<file path="src/rtl/pyfive_wb_pkg.sv">
// Shared types for the PyFive two-master Wishbone arbiter: FSM encoding and
// the master request bundle that the top muxes onto the slave port.
package pyfive_wb_pkg;

    typedef enum logic [1:0] {
        ST_IDLE = 2'd0,
        ST_OWN0 = 2'd1,
        ST_OWN1 = 2'd2
    } arb_state_t;

    typedef struct packed {
        logic        cyc;
        logic        stb;
        logic        we;
        logic [3:0]  sel;
        logic [31:0] adr;
        logic [31:0] dat;
    } wb_req_t;

    localparam wb_req_t WB_REQ_IDLE = '0;

endpackage

</file>
<file path="src/rtl/pyfive_wb_watchdog.sv">
// Stall watchdog: counts unacknowledged strobe cycles and flags expiry when
// the count reaches TIMEOUT_CYCLES. Clear has priority over enable.
module pyfive_wb_watchdog #(
    parameter int unsigned TIMEOUT_CYCLES = 255
) (
    input  logic clk_i,
    input  logic srst_i,
    input  logic clr_i,
    input  logic en_i,
    output logic expired_o
);

    localparam int unsigned CNT_W = $clog2(TIMEOUT_CYCLES + 1);
    localparam logic [CNT_W-1:0] LIMIT = CNT_W'(TIMEOUT_CYCLES);

    logic [CNT_W-1:0] cnt_q;
    logic [CNT_W-1:0] cnt_d;

    // Hold at the limit so the counter never wraps back to a non-expired value.
    always_comb begin
        cnt_d = cnt_q;
        if (clr_i) begin
            cnt_d = '0;
        end else if (en_i && (cnt_q != LIMIT)) begin
            cnt_d = cnt_q + 1'b1;
        end
    end

    always_ff @(posedge clk_i) begin
        if (srst_i) begin
            cnt_q <= '0;
        end else begin
            cnt_q <= cnt_d;
        end
    end

    assign expired_o = (cnt_q == LIMIT);

endmodule

</file>
<file path="src/rtl/pyfive_wb_arbiter.sv">
// Two-master round-robin Wishbone arbiter in front of the PyFive slave port.
// Grant is held for a whole cyc; a watchdog ends stalled strobes with err.
module pyfive_wb_arbiter
    import pyfive_wb_pkg::*;
#(
    parameter int unsigned TIMEOUT_CYCLES = 255
) (
    input  logic        wb_clk_i,
    input  logic        wb_rst_i,
    input  logic        m0_cyc_i,
    input  logic        m0_stb_i,
    input  logic        m0_we_i,
    input  logic [3:0]  m0_sel_i,
    input  logic [31:0] m0_adr_i,
    input  logic [31:0] m0_dat_i,
    output logic        m0_ack_o,
    output logic        m0_err_o,
    output logic [31:0] m0_dat_o,
    input  logic        m1_cyc_i,
    input  logic        m1_stb_i,
    input  logic        m1_we_i,
    input  logic [3:0]  m1_sel_i,
    input  logic [31:0] m1_adr_i,
    input  logic [31:0] m1_dat_i,
    output logic        m1_ack_o,
    output logic        m1_err_o,
    output logic [31:0] m1_dat_o,
    output logic        s_cyc_o,
    output logic        s_stb_o,
    output logic        s_we_o,
    output logic [3:0]  s_sel_o,
    output logic [31:0] s_adr_o,
    output logic [31:0] s_dat_o,
    input  logic        s_ack_i,
    input  logic [31:0] s_dat_i,
    output logic [1:0]  grant_o
);

    wb_req_t     req [2];
    wb_req_t     own_req;
    arb_state_t  state_q;
    logic        ptr_q;
    logic [1:0]  grant_q;
    logic        expired;
    logic [1:0]  ack_m;
    logic [1:0]  err_m;
    logic [31:0] dat_m [2];

    assign req[0] = {m0_cyc_i, m0_stb_i, m0_we_i, m0_sel_i, m0_adr_i, m0_dat_i};
    assign req[1] = {m1_cyc_i, m1_stb_i, m1_we_i, m1_sel_i, m1_adr_i, m1_dat_i};

    always_comb begin
        own_req = WB_REQ_IDLE;
        if (grant_q[0]) begin
            own_req = req[0];
        end else if (grant_q[1]) begin
            own_req = req[1];
        end
    end

    pyfive_wb_watchdog #(
        .TIMEOUT_CYCLES(TIMEOUT_CYCLES)
    ) u_watchdog (
        .clk_i    (wb_clk_i),
        .srst_i   (wb_rst_i),
        .clr_i    ((grant_q == 2'b00) | s_ack_i | ~own_req.stb),
        .en_i     (own_req.stb & ~s_ack_i),
        .expired_o(expired)
    );

    // ptr_q names the last winner, so a tie goes to the other master.
    always_ff @(posedge wb_clk_i) begin
        if (wb_rst_i) begin
            state_q <= ST_IDLE;
            ptr_q   <= 1'b1;
            grant_q <= 2'b00;
        end else begin
            case (state_q)
                ST_IDLE: begin
                    if (req[0].cyc && (!req[1].cyc || ptr_q)) begin
                        state_q <= ST_OWN0;
                        ptr_q   <= 1'b0;
                        grant_q <= 2'b01;
                    end else if (req[1].cyc) begin
                        state_q <= ST_OWN1;
                        ptr_q   <= 1'b1;
                        grant_q <= 2'b10;
                    end
                end
                ST_OWN0: begin
                    if (!req[0].cyc || expired) begin
                        state_q <= ST_IDLE;
                        grant_q <= 2'b00;
                    end
                end
                ST_OWN1: begin
                    if (!req[1].cyc || expired) begin
                        state_q <= ST_IDLE;
                        grant_q <= 2'b00;
                    end
                end
                default: begin
                    state_q <= ST_IDLE;
                    grant_q <= 2'b00;
                end
            endcase
        end
    end

    // On the expiry cycle err replaces ack and the slave sees the cycle end.
    genvar gi;
    generate
        for (gi = 0; gi < 2; gi++) begin : g_ret
            assign ack_m[gi] = grant_q[gi] & own_req.stb & s_ack_i & ~expired;
            assign err_m[gi] = grant_q[gi] & expired;
            assign dat_m[gi] = grant_q[gi] ? s_dat_i : 32'h0;
        end
    endgenerate

    assign m0_ack_o = ack_m[0];
    assign m0_err_o = err_m[0];
    assign m0_dat_o = dat_m[0];
    assign m1_ack_o = ack_m[1];
    assign m1_err_o = err_m[1];
    assign m1_dat_o = dat_m[1];

    assign s_cyc_o = own_req.cyc & ~expired;
    assign s_stb_o = own_req.stb & ~expired;
    assign s_we_o  = own_req.we;
    assign s_sel_o = own_req.sel;
    assign s_adr_o = own_req.adr;
    assign s_dat_o = own_req.dat;
    assign grant_o = grant_q;

endmodule

</file>
<file path="config.mk">
export PLATFORM = sky130hd
export DESIGN_NAME = pyfive_wb_arbiter
export DESIGN_NICKNAME = d
export VERILOG_FILES = /design/src/rtl/pyfive_wb_pkg.sv /design/src/rtl/pyfive_wb_watchdog.sv /design/src/rtl/pyfive_wb_arbiter.sv
export SDC_FILE = /design/constraint.sdc
export NUM_CORES = 1
export LEC_CHECK = 0
export CORE_AREA = 2 2 122 124
export DETAILED_ROUTE_END_ITERATION = 8
export DIE_AREA = 0 0 124 126
export DONT_BUFFER_PORTS = 1
export HOLD_SLACK_MARGIN = 0.08
export PLACE_DENSITY = 0.3
export SYNTH_ARGS = -nofsm -noshare
export SYNTH_HDL_FRONTEND = slang
export SYNTH_SLANG_ARGS = --single-unit
</file>
<file path="constraint.sdc">
create_clock -name wb_clk_i -period 1.3 [get_ports wb_clk_i]
set_input_delay 0.26 -clock wb_clk_i [delete_from_list [all_inputs] [get_ports wb_clk_i]]
set_output_delay 0.26 -clock wb_clk_i [all_outputs]
set_load 0.01 [all_outputs]
</file>
==> results summary, run 1 <==
The first-iteration detailed-routing DRC count is 92. The number of antenna diodes in the final layout is 0. The final-report max-slew violation count was 0. The initial antenna violation count came out at 0. The half-perimeter wire length after placement came out at 7943 um. In the routed layout, each cell is associated on average with a via count of 4.926. The aggregate global routing overflow is 0.

The post-route minimum period came out at roughly 1500 ps. Buffers inserted during clock tree synthesis total 3. The deepest clock path buffer count came out at 2.

At the placement stage, the worst setup path has a slack of -193.9 ps. The data required time at the worst endpoint came out at around 1000 ps. The number of global-route vias before repair is ~2200. In the post-synthesis netlist, the biggest area contributors are a22o_1 (35%), and2_1 (24%), dfxtp_1 (13%).

The checks that failed: negative setup slack. The slack of the critical path is -248.5 ps. The worst slew margin relative to its limit is 0.8151. The number of H-tree branching levels came out at 1. Of the synthesized area, sequential elements account for 0.1271. The count of vias placed by the detailed router is 2271. The post-placement cell count came out at 426. The area growth from synthesis to layout is 113.4%. Yosys instantiated no cell more often than a22o_1. The width of the chip is 124 um.

The wire length of the first global-routing pass is 14260 um. Of all cell types, the one taking the most synthesized area is a22o_1. For this design the ratio of total power to cell area is 551.4 nW/um2. The number of nets with antenna violations after detailed routing is 0. The clock latency on the worst-skew pair is 240 ps. The aggregate global-route resource usage is 0.1256. The flow ran to the end, but the final reports show violations. The transition time at the pin with the least slew margin came out at about 280 ps. The first detailed-routing pass took 4 iterations. The mapped cell area is 1733 um2. Entering global routing, the biggest net connects 27 pins.

TritonCTS built the clock tree. At the end of routability-driven placement, the weighted congestion stood at 0.8058. Synthesis inferred 11 register bits.

The total nets after synthesis came out at 417. The post-synthesis cell count came out at 239. The arrival time at the worst endpoint is 1290 ps. Hold repair after CTS inserted 0 buffers.

Along the worst path, the maximum fanout reaches 12. The maximum operating frequency came out at about 0.65 GHz. Of the available clock period, the critical path in the final layout requires 1.191. The number of synthesized flops with an enable pin came out at 0. The die outline height came out at roughly 130 um. The number of input and output port buffers inserted is 0. The static leakage came out at 1.588 nW. The clock-pin slew reported for the worst setup and hold paths after clock tree synthesis came out at 40 ps.

The effective utilization at floorplan came out at 0.1211. The tightest min-delay check is of the primary input to flop type. The final layout contains routed wiring with a total length of 11490 um.

The worst setup path is launched from a flop. 318 I/O pins were placed. Summed over all failing endpoints, the final setup total negative slack is -24380 ps. The critical path capture point type is a primary output. The number of setup violations in the final report came out at 147. The maximum vdd drop came out at slightly below 0.3 mV. The clock skew came out at 5.753 ps.

The distinct cell type count after synthesis came out at 32. The critical path is of the flop to primary output type. The share of the synthesized area in the top cell type is 0.3487.

The share of async-settable or async-resettable flops after synthesis came out at 0. The routed length per instance is ~25 um. The number of remaining DRC errors is 0.

In the final layout, the share of cells above drive strength 1 is 0.8123. For this run, the leading register cell type out of synthesis is dfxtp_1. The commonest cells after synthesis are a22o_1 (69), and2_1 (67), clkbuf_1 (20).

A synthesized cell averages just over 7 um2. Max-cap violations in this run came to 0. The die area is around 16000 um2. The warning count from the yosys run is 0. The number of hold-slack violations in the final timing report is 0.

Counting every sink on the clock net gives 11. The number of placement rows is 44. The area inside the core boundary is roughly 14000 um2. The CTS root buffer is clkbuf_16. The worst-case hold slack came out at 90.15 ps. The count of nets after finishing is 456. Once layout is complete, the cells apart from fillers number 461. Setup repair after global routing could not meet its margin everywhere.
==> sequential cells by signal, indices dropped and copies added (netlist names) <==
| signal | count |
|---|---|
| ptr_q | 1 |
| grant_o | 2 |
| u_watchdog.cnt_q | 8 |
==> final timing paths <==
check	startpoint	end	slack (ps)	cells past startpoint
setup / recovery	grant_o[0]$_SDFFE_PP0P_	s_adr_o[15]	-250	4
hold / removal	wb_rst_i	grant_o[1]$_SDFFE_PP0P_	90	1
setup reg to reg	u_watchdog.cnt_q[1]$_SDFFE_PP0P_	u_watchdog.cnt_q[3]$_SDFFE_PP0P_	-150	6
hold reg to reg	ptr_q$_SDFFE_PP1P_	ptr_q$_SDFFE_PP1P_	540	2
==> metrics by stage <==
step	util	area (um2)	power, mW
after floorplan	-	1817	0.8415
after global placement	0.1503	2151	0.9498
after detailed placement	0.1503	2151	0.9480
after CTS	0.2213	3168	1.891
after global routing	0.2583	3697	2.136
final	0.2583	3697	2.039
==> kinds of logic after synthesis <==
kind of cell / synth area share
compound gates: 0.4563
fa+ha+maj: 0.007219
buf+inv: 0.05992
flops: 0.1271
simple gates: 0.3495
==> metal layers <==
| layer | GRT usage | routed length, um |
|---|---|---|
| met5 | 0 | 0 |
| met4 | 0.02445 | 80 |
| met3 | 0.02219 | 884 |
| met2 | 0.2473 | 6511 |
| met1 | 0.1373 | 4017 |
==> layout by cell type (no fill, tap or decap), types with 2 or more instances in the layout <==
master / n
a21oi_1: 8
a21oi_2: 3
a22o_4: 68
a31oi_1: 2
and2_4: 66
buf_12: 5
buf_16: 9
buf_4: 24
buf_6: 12
buf_8: 2
clkbuf_16: 10
dfxtp_1: 3
dfxtp_2: 6
dfxtp_4: 2
nand2_1: 7
nand4_1: 2
nor2_1: 5
nor2_2: 2
o211ai_1: 4
o21ai_0: 3
o21ai_1: 2
o21ai_4: 2
o31ai_1: 2
or3_1: 3
==> power by group <==
part	leakage (nW)	total, mW	switching [mW]	internal, mW
sequential	0.0936	0.353	0.00959	0.344
clock	0.0409	0.579	0.170	0.409
combinational	1.45	1.11	0.496	0.610
==> area by class of cell <==
type | instances | area [um2]
multi-input combinational | 202 | 2280
clock buffer | 3 | 75.07
fill | 1455 | 10620
clock inverter | 1 | 5.005
sequential | 11 | 235.2
tap | 184 | 230.2
inverter | 1 | 3.754
timing repair buffer | 59 | 868.3
==> timing repair <==
item	CTS	global route
gates resized for setup	120	73
setup buffers	7	9
pin swaps	7	17
gates cloned	7	8
setup endpoints to repair	146	150
==> worst max-delay path: stages, from the launching register on <==
cell	delay, ps
dfxtp_4	370
nor2b_4	200
buf_12	160
buf_16	150
a22o_4	150
(Power assumes the default switching activity.)
==> run 2: changes to the inputs <==
Settings changed: CORE_AREA 2 2 122 124 to 2 2 125 127, DIE_AREA 0 0 124 126 to 0 0 127 129.
==> results summary, run 2 (synthesis gave the netlist of run 1 again) <==
The number of H-tree branching levels came to 1 (unchanged). The boundary pin count came out at 318 (unchanged). The count of nets after finishing is 442 (-3.1%). The initial antenna violation count is 0 (unchanged). The first-iteration detailed-routing DRC count came out at 71 (-23%). The final clock period utilization by the worst path came out at 1.197 (+0.005765). The number of buffers and inverters on the critical path is 2 (unchanged).

The iteration count of the initial detailed-routing pass is 4 (unchanged). The post-placement cell count is 434 (+1.9%). The portion of total power attributed to sequential cells is 0.200 (+0.027). The most flop-heavy register is u_watchdog.cnt_q. TritonCTS built the clock tree. The aggregate global routing overflow is 0 (unchanged).

The number of sinks handled by clock tree synthesis came out at 11 (unchanged). The switching power share of the total is 0.3376 (+0.006099). The run finished, with violations left. Setup repair after global routing could not meet its margin everywhere. The transition time at the pin with the least slew margin came out at 362.4 ps (+87.37 ps). The cell family with the largest share of critical-path delay is flip-flops. The slack of the critical path came out at -256.0 ps (-7.494 ps). The power share of the clock group came out at 0.321 (+0.037). The post-route minimum period is 1556 ps (+7.494 ps). The maximum single-stage delay on the critical path came to 340 ps (-30 ps). The total power consumption of the routed design came to 1.759 mW (-14%). The number of hold-slack violations in the final timing report is 0 (unchanged). The number of max-cap violations is 0 (unchanged). The layout overhead on the synthesized area came out at 70.61%. The arrival time at the worst endpoint is 1300 ps (about the same).

The clock skew came out at 1.177 ps (-4.576 ps). The count of vias placed by the detailed router is 2175 (-4.2%). The tightest min-delay check is of the primary input to flop type. The aggregate global-route resource usage is 0.1048 (-0.02074). The largest net degree at the start of global routing came to 46 (+70%). The clock latency on the worst-skew pair was 240 ps (about the same). The effective utilization at floorplan is 0.1157 (-0.005361). The checks that failed: negative setup slack. The largest individual stage delay along the critical path comes from the cell dfxtp_4. The number of placement rows is 45 (+2.3%). The width of the chip came out at 127 um (+2.4%).

The fraction of final layout cells with drive strength greater than 1 is 0.6236 (-0.1887). The final cell count without fillers came to 451 (-2.2%). The detailed-route vias per instance came to 4.823 (-2.1%).

The number of input and output port buffers inserted is 0 (unchanged). STA classifies the critical path endpoint as a primary output. The deepest clock path buffer count is 2 (unchanged).

Leaving out fill and tap cells, the most frequent cells in the layout are and2_4 (57), a22o_1 (35), buf_4 (32). The worst setup timing slack at the placement stage came to -154.3 ps (+39.61 ps). The utilization after layout came to 0.1974 (-0.06089). The routed length per instance came out at 22.83 um (-8.4%). The combinational group share of total power came out at 0.479 (-0.064).

The wire length of the first global-routing pass came out at 12580 um (-12%). The biggest fanout along the worst timing path came out at 5 (-7). The worst slew margin relative to its limit is 0.7584 (-0.05668). The antenna cell count came to 0 (unchanged). Traced cell by cell, the critical path runs through nor2b_4 > buf_12 > buf_16 > a22o_1. The cell-internal power was 1.165 mW (-14%). The number of nets with antenna violations after detailed routing is 0 (unchanged). The die outline height came to 129 um (+2.4%).

The final-report max-slew violation count came out at 0 (unchanged). The power spent charging and discharging nets is 0.5940 mW (-12%). The static leakage came to 1.193 nW (-25%). The total detailed-routing wirelength is 10300 um (-10%). The maximum operating frequency came out at 0.6427 GHz (-0.48%). The number of flip-flops under the largest register name came to 8 (unchanged). The maximum vdd drop is 0.3185 mV (+10%).

The hold buffer count at cts came out at 0 (unchanged). The number of setup violations in the final report is 135 (-8.2%). The areal power density over the cells came out at 595.0 nW/um2 (+7.9%). The number of global-route vias before repair is 2018 (-10%). The data required time at the worst endpoint was 1040 ps (about the same).

The worst-case hold slack is 91.06 ps (+0.9092 ps). The die area is 16380 um2 (+4.9%). Leaving out fill and tap cells, the most frequent cell in the layout is and2_4.

The total CTS buffers came to 3 (unchanged). The classification of the worst setup path is flop to primary output. The area inside the core boundary is 14980 um2 (+4.6%). The startpoint class of the critical path is a flop.

The number of remaining DRC errors is 0 (unchanged). The half-perimeter wire length after placement was 8211 um (+3.4%). The clock-pin slew reported for the worst setup and hold paths after clock tree synthesis came to 40 ps (about the same).

The tree is rooted in a clkbuf_16. The placer congestion estimate came out at 0.7959 (-1.2%).
[run 2: power groups by stage]
stage                     Clock [mW]  Sequential [mW]  Combinational (mW)
after floorplan                    0            0.359               0.482
after global placement             0            0.364               0.598
after detailed placement           0            0.365               0.602
after CTS                      0.582            0.352               0.814
after global routing           0.607            0.353               0.888
final                          0.565            0.351               0.844
[run 2: layout make-up]
cell class / count / area [um2]
Clock buffer: 4 / 78.83
Fill cell: 1612 / 12020
Inverter: 1 / 3.754
Multi-Input combinational cell: 202 / 1899
Sequential cell: 11 / 235.2
Tap cell: 188 / 235.2
Timing Repair Buffer: 45 / 504.2
[run 2: path summary, 6_finish.rpt]
path,endpoint,startpoint,slack (ps),cells after the start
setup / recovery,s_adr_o[2],grant_o[1]$_SDFFE_PP0P_,-260,4
hold reg to reg,ptr_q$_SDFFE_PP1P_,ptr_q$_SDFFE_PP1P_,540,2
hold / removal,grant_o[1]$_SDFFE_PP0P_,wb_rst_i,90,1
setup reg to reg,u_watchdog.cnt_q[3]$_SDFFE_PP0P_,grant_o[0]$_SDFFE_PP0P_,-190,5
[run 2: per-layer routing]
| layer | part of all wire | vias up | track usage |
|---|---|---|---|
| met1 | 0.37 | 1020 | 0.1165 |
| met5 | 0 | - | 0 |
| li1 | - | 953 | - |
| met2 | 0.55 | 198 | 0.2090 |
| met3 | 0.083 | 4 | 0.02204 |
| met4 | 0.0040 | 0 | 0.01357 |
[run 2: what timing repair did]
action,CTS,global route
buffers inserted,8,1
resized for setup,105,21
gates cloned,3,1
setup endpoints to repair,145,148
pin swaps,13,11
[run 2: worst reg2reg max path, stage by stage, from the launching register on]
cell and delay, ps:
dfxtp_4 360, buf_4 160, and3b_2 270, o21ai_4 90
or4_4 420, a21oi_2 120
[run 2: per-stage QoR]
step / area [um2] / TNS (ps)
after detailed placement: 2186 / -4801
after CTS: 2863 / -25440
final: 2957 / -23300
after global placement: 2186 / -3614
after global routing: 2957 / -31040
after floorplan: 1817 / 0
==> run 3: changes to the inputs <==
Settings changed: CORE_AREA 2 2 125 127 to 2 2 123 125, DIE_AREA 0 0 127 129 to 0 0 125 127.
==> results summary, run 3 (synthesis gave the netlist of run 1 again) <==
The classification of the worst setup path is flop to primary output. The half-perimeter wire length after placement is 6924 um (-16%). The first-iteration detailed-routing DRC count came out at 55 (-23%). The worst hold path terminates at ptr_q$_SDFFE_PP1P_. The boundary pin count is 318 (unchanged). The number of placement rows is 44 (-2.2%). The number of global-route vias before repair came to 2168 (+7.4%).

The number of setup violations in the final report is 149 (+10%). Walking the worst path, the cells encountered are nor2b_4 > buf_12 > buf_12 > buf_16 > a22o_4. The initial antenna violation count was 0 (unchanged). The arrival time at the worst endpoint came out at 1360 ps (+60 ps). The count of nets after finishing is 453 (+2.5%). The number of H-tree branching levels is 1 (unchanged). The power spent charging and discharging nets is 0.6302 mW (+6.1%). The run finished, with violations left.

The area inside the core boundary came out at 14420 um2 (-3.7%). The width of the chip came out at 125 um (-1.6%). The startpoint class of the critical path is a flop. The total detailed-routing wirelength was 10120 um (-1.7%).

The power share of the clock group came out at 0.301 (-0.020). The detailed-route vias per instance is 4.928 (+2.2%). The checks that failed: negative setup slack. The deepest clock path buffer count is 2 (unchanged). The reg2reg setup slack was -250 ps (-60 ps). The final clock period utilization by the worst path is 1.245 (+0.04774).

The worst-case hold slack was 133.0 ps (+41.97 ps). The maximum operating frequency came out at 0.6180 GHz (-3.8%). The post-route minimum period came out at 1618 ps (+62.06 ps).

The routed length per instance came out at 22.10 um (-3.2%). The data required time at the worst endpoint is 1040 ps (about the same). TritonCTS built the clock tree. The number of sinks handled by clock tree synthesis came out at 11 (unchanged). The slack of the critical path came out at -318.1 ps (-62.06 ps). The transition time at the pin with the least slew margin is 296.2 ps (-66.19 ps).

The number of hold-slack violations in the final timing report came out at 0 (unchanged). The count of vias placed by the detailed router came out at 2257 (+3.8%). The placer congestion estimate is 0.8014 (+0.69%). The aggregate global-route resource usage came out at 0.1038 (-0.001040). For this design, the slowest cell found on the critical path is dfxtp_4. The cell-internal power was 1.271 mW (+9.0%). The maximum single-stage delay on the critical path came out at 340 ps (about the same). The biggest fanout along the worst timing path came out at 13 (+8). The number of input and output port buffers inserted is 0 (unchanged). The tree is rooted in a clkbuf_16.

On the critical path the largest part of the delay comes from buffers and inverters. The antenna cell count is 0 (unchanged). The path depth of the worst reg2reg path is 6 (+1). Ranked by flip-flop count, first place goes to u_watchdog.cnt_q.

The effective utilization at floorplan came out at 0.1201 (+0.004436). Leaving out fill and tap cells, the most frequent cell in the layout is a22o_4. The number of nets with antenna violations after detailed routing is 0 (unchanged). The worst hold path begins at wb_rst_i.

The switching power share of the total was 0.3315 (-0.006082). The static leakage came out at 1.418 nW (+19%). The total CTS buffers is 3 (unchanged). The top cell types in the final layout, fill and taps aside, are a22o_4 (56), and2_4 (36), buf_4 (34).

The areal power density over the cells is 566.5 nW/um2 (-4.8%). The aggregate global routing overflow is 0 (unchanged). The final-report max-slew violation count was 0 (unchanged). In this run the critical register-to-register path is launched from grant_o[1]$_SDFFE_PP0P_. The maximum vdd drop came out at 0.4606 mV (+45%). STA classifies the critical path endpoint as a primary output. The wire length of the first global-routing pass is 12680 um (+0.77%).

The area growth from synthesis to layout is 93.65%. The hold path depth is 1 (unchanged). The die area came to 15880 um2 (-3.1%). The clock-pin slew reported for the worst setup and hold paths after clock tree synthesis came to 40 ps (about the same). The combinational group share of total power came out at 0.513 (+0.034). The number of max-cap violations is 0 (unchanged). By instance count, the cell type seen most on the critical path is buf_12. The iteration count of the initial detailed-routing pass is 4 (unchanged). The endpoint identified for the worst register-to-register timing path is u_watchdog.cnt_q[3]$_SDFFE_PP0P_.

Setup repair after global routing could not meet its margin everywhere. The largest net degree at the start of global routing is 48 (+4.3%). The number of flip-flops under the largest register name is 8 (unchanged). The fraction of final layout cells with drive strength greater than 1 is 0.6387 (+0.01511). In this run the worst hold path is classified as primary input to flop. The worst slew margin relative to its limit came out at 0.8018 (+0.04340). The die outline height is 127 um (-1.6%).

The total power consumption of the routed design is 1.901 mW (+8.1%). The number of buffers and inverters on the critical path is 3 (+1). The clock latency on the worst-skew pair came out at 240 ps (about the same).

The clock skew is 1.650 ps (+0.4723 ps). The number of remaining DRC errors came to 0 (unchanged). The portion of total power attributed to sequential cells came out at 0.186 (-0.014).
## run 3: area by class of cell
type | count | area [um2]
fill | 1503 | 11070
tap | 184 | 230.2
clock buffer | 4 | 78.83
timing repair buffer | 56 | 730.7
sequential | 11 | 234.0
inverter | 1 | 3.754
multi-input combinational | 202 | 2078
## run 3: power by group through the flow
stage / combinational (mW) / clock (mW) / sequential, mW
after floorplan: 0.482 / 0 / 0.359
after global placement: 0.583 / 0 / 0.364
after detailed placement: 0.574 / 0 / 0.364
after CTS: 0.875 / 0.583 / 0.353
after global routing: 1.02 / 0.607 / 0.354
final: 0.975 / 0.573 / 0.353
## run 3: metrics by stage
stage	setup slack (ps)	instance area, um2	setup TNS [ps]	utilization	std cells
6_report	-318.1	3356	-35740	0.2327	458
3_3_place_gp	-149.5	2188	-7153	0.1517	431
5_1_grt	-346.8	3356	-42390	0.2327	458
4_1_cts	-316.0	3087	-32880	0.2140	450
3_5_place_dp	-168.3	2188	-7748	0.1517	431
2_1_floorplan	2.398	1817	0	-	239
## run 3: worst max-delay path by stage
stage / to / cells after the start / startpoint
floorplan: u_watchdog.cnt_q[3]$_SDFFE_PP0P_ / 5 / u_watchdog.cnt_q[1]$_SDFFE_PP0P_
global placement: s_dat_o[24] / 3 / grant_o[1]$_SDFFE_PP0P_
detailed placement: m1_err_o / 4 / u_watchdog.cnt_q[1]$_SDFFE_PP0P_
CTS: s_dat_o[24] / 5 / grant_o[1]$_SDFFE_PP0P_
global route: s_adr_o[8] / 5 / grant_o[1]$_SDFFE_PP0P_
finish: s_dat_o[3] / 5 / grant_o[1]$_SDFFE_PP0P_
## run 3: repair_timing
action	CTS	global route
gates cloned	6	3
setup buffers	9	4
endpoints found under the hold margin	0	1
pin swaps	13	13
resized for setup	98	30
endpoints found under the setup margin	148	149
hold buffers	0	1
## run 3: layer usage
metal / vias to the layer above / wire [um] / global-route usage
li1: 971 / - / -
met1: 1074 / 3360 / 0.1033
met2: 200 / 5736 / 0.2110
met3: 12 / 832 / 0.02387
met4: 0 / 195 / 0.03268
met5: - / 0 / 0
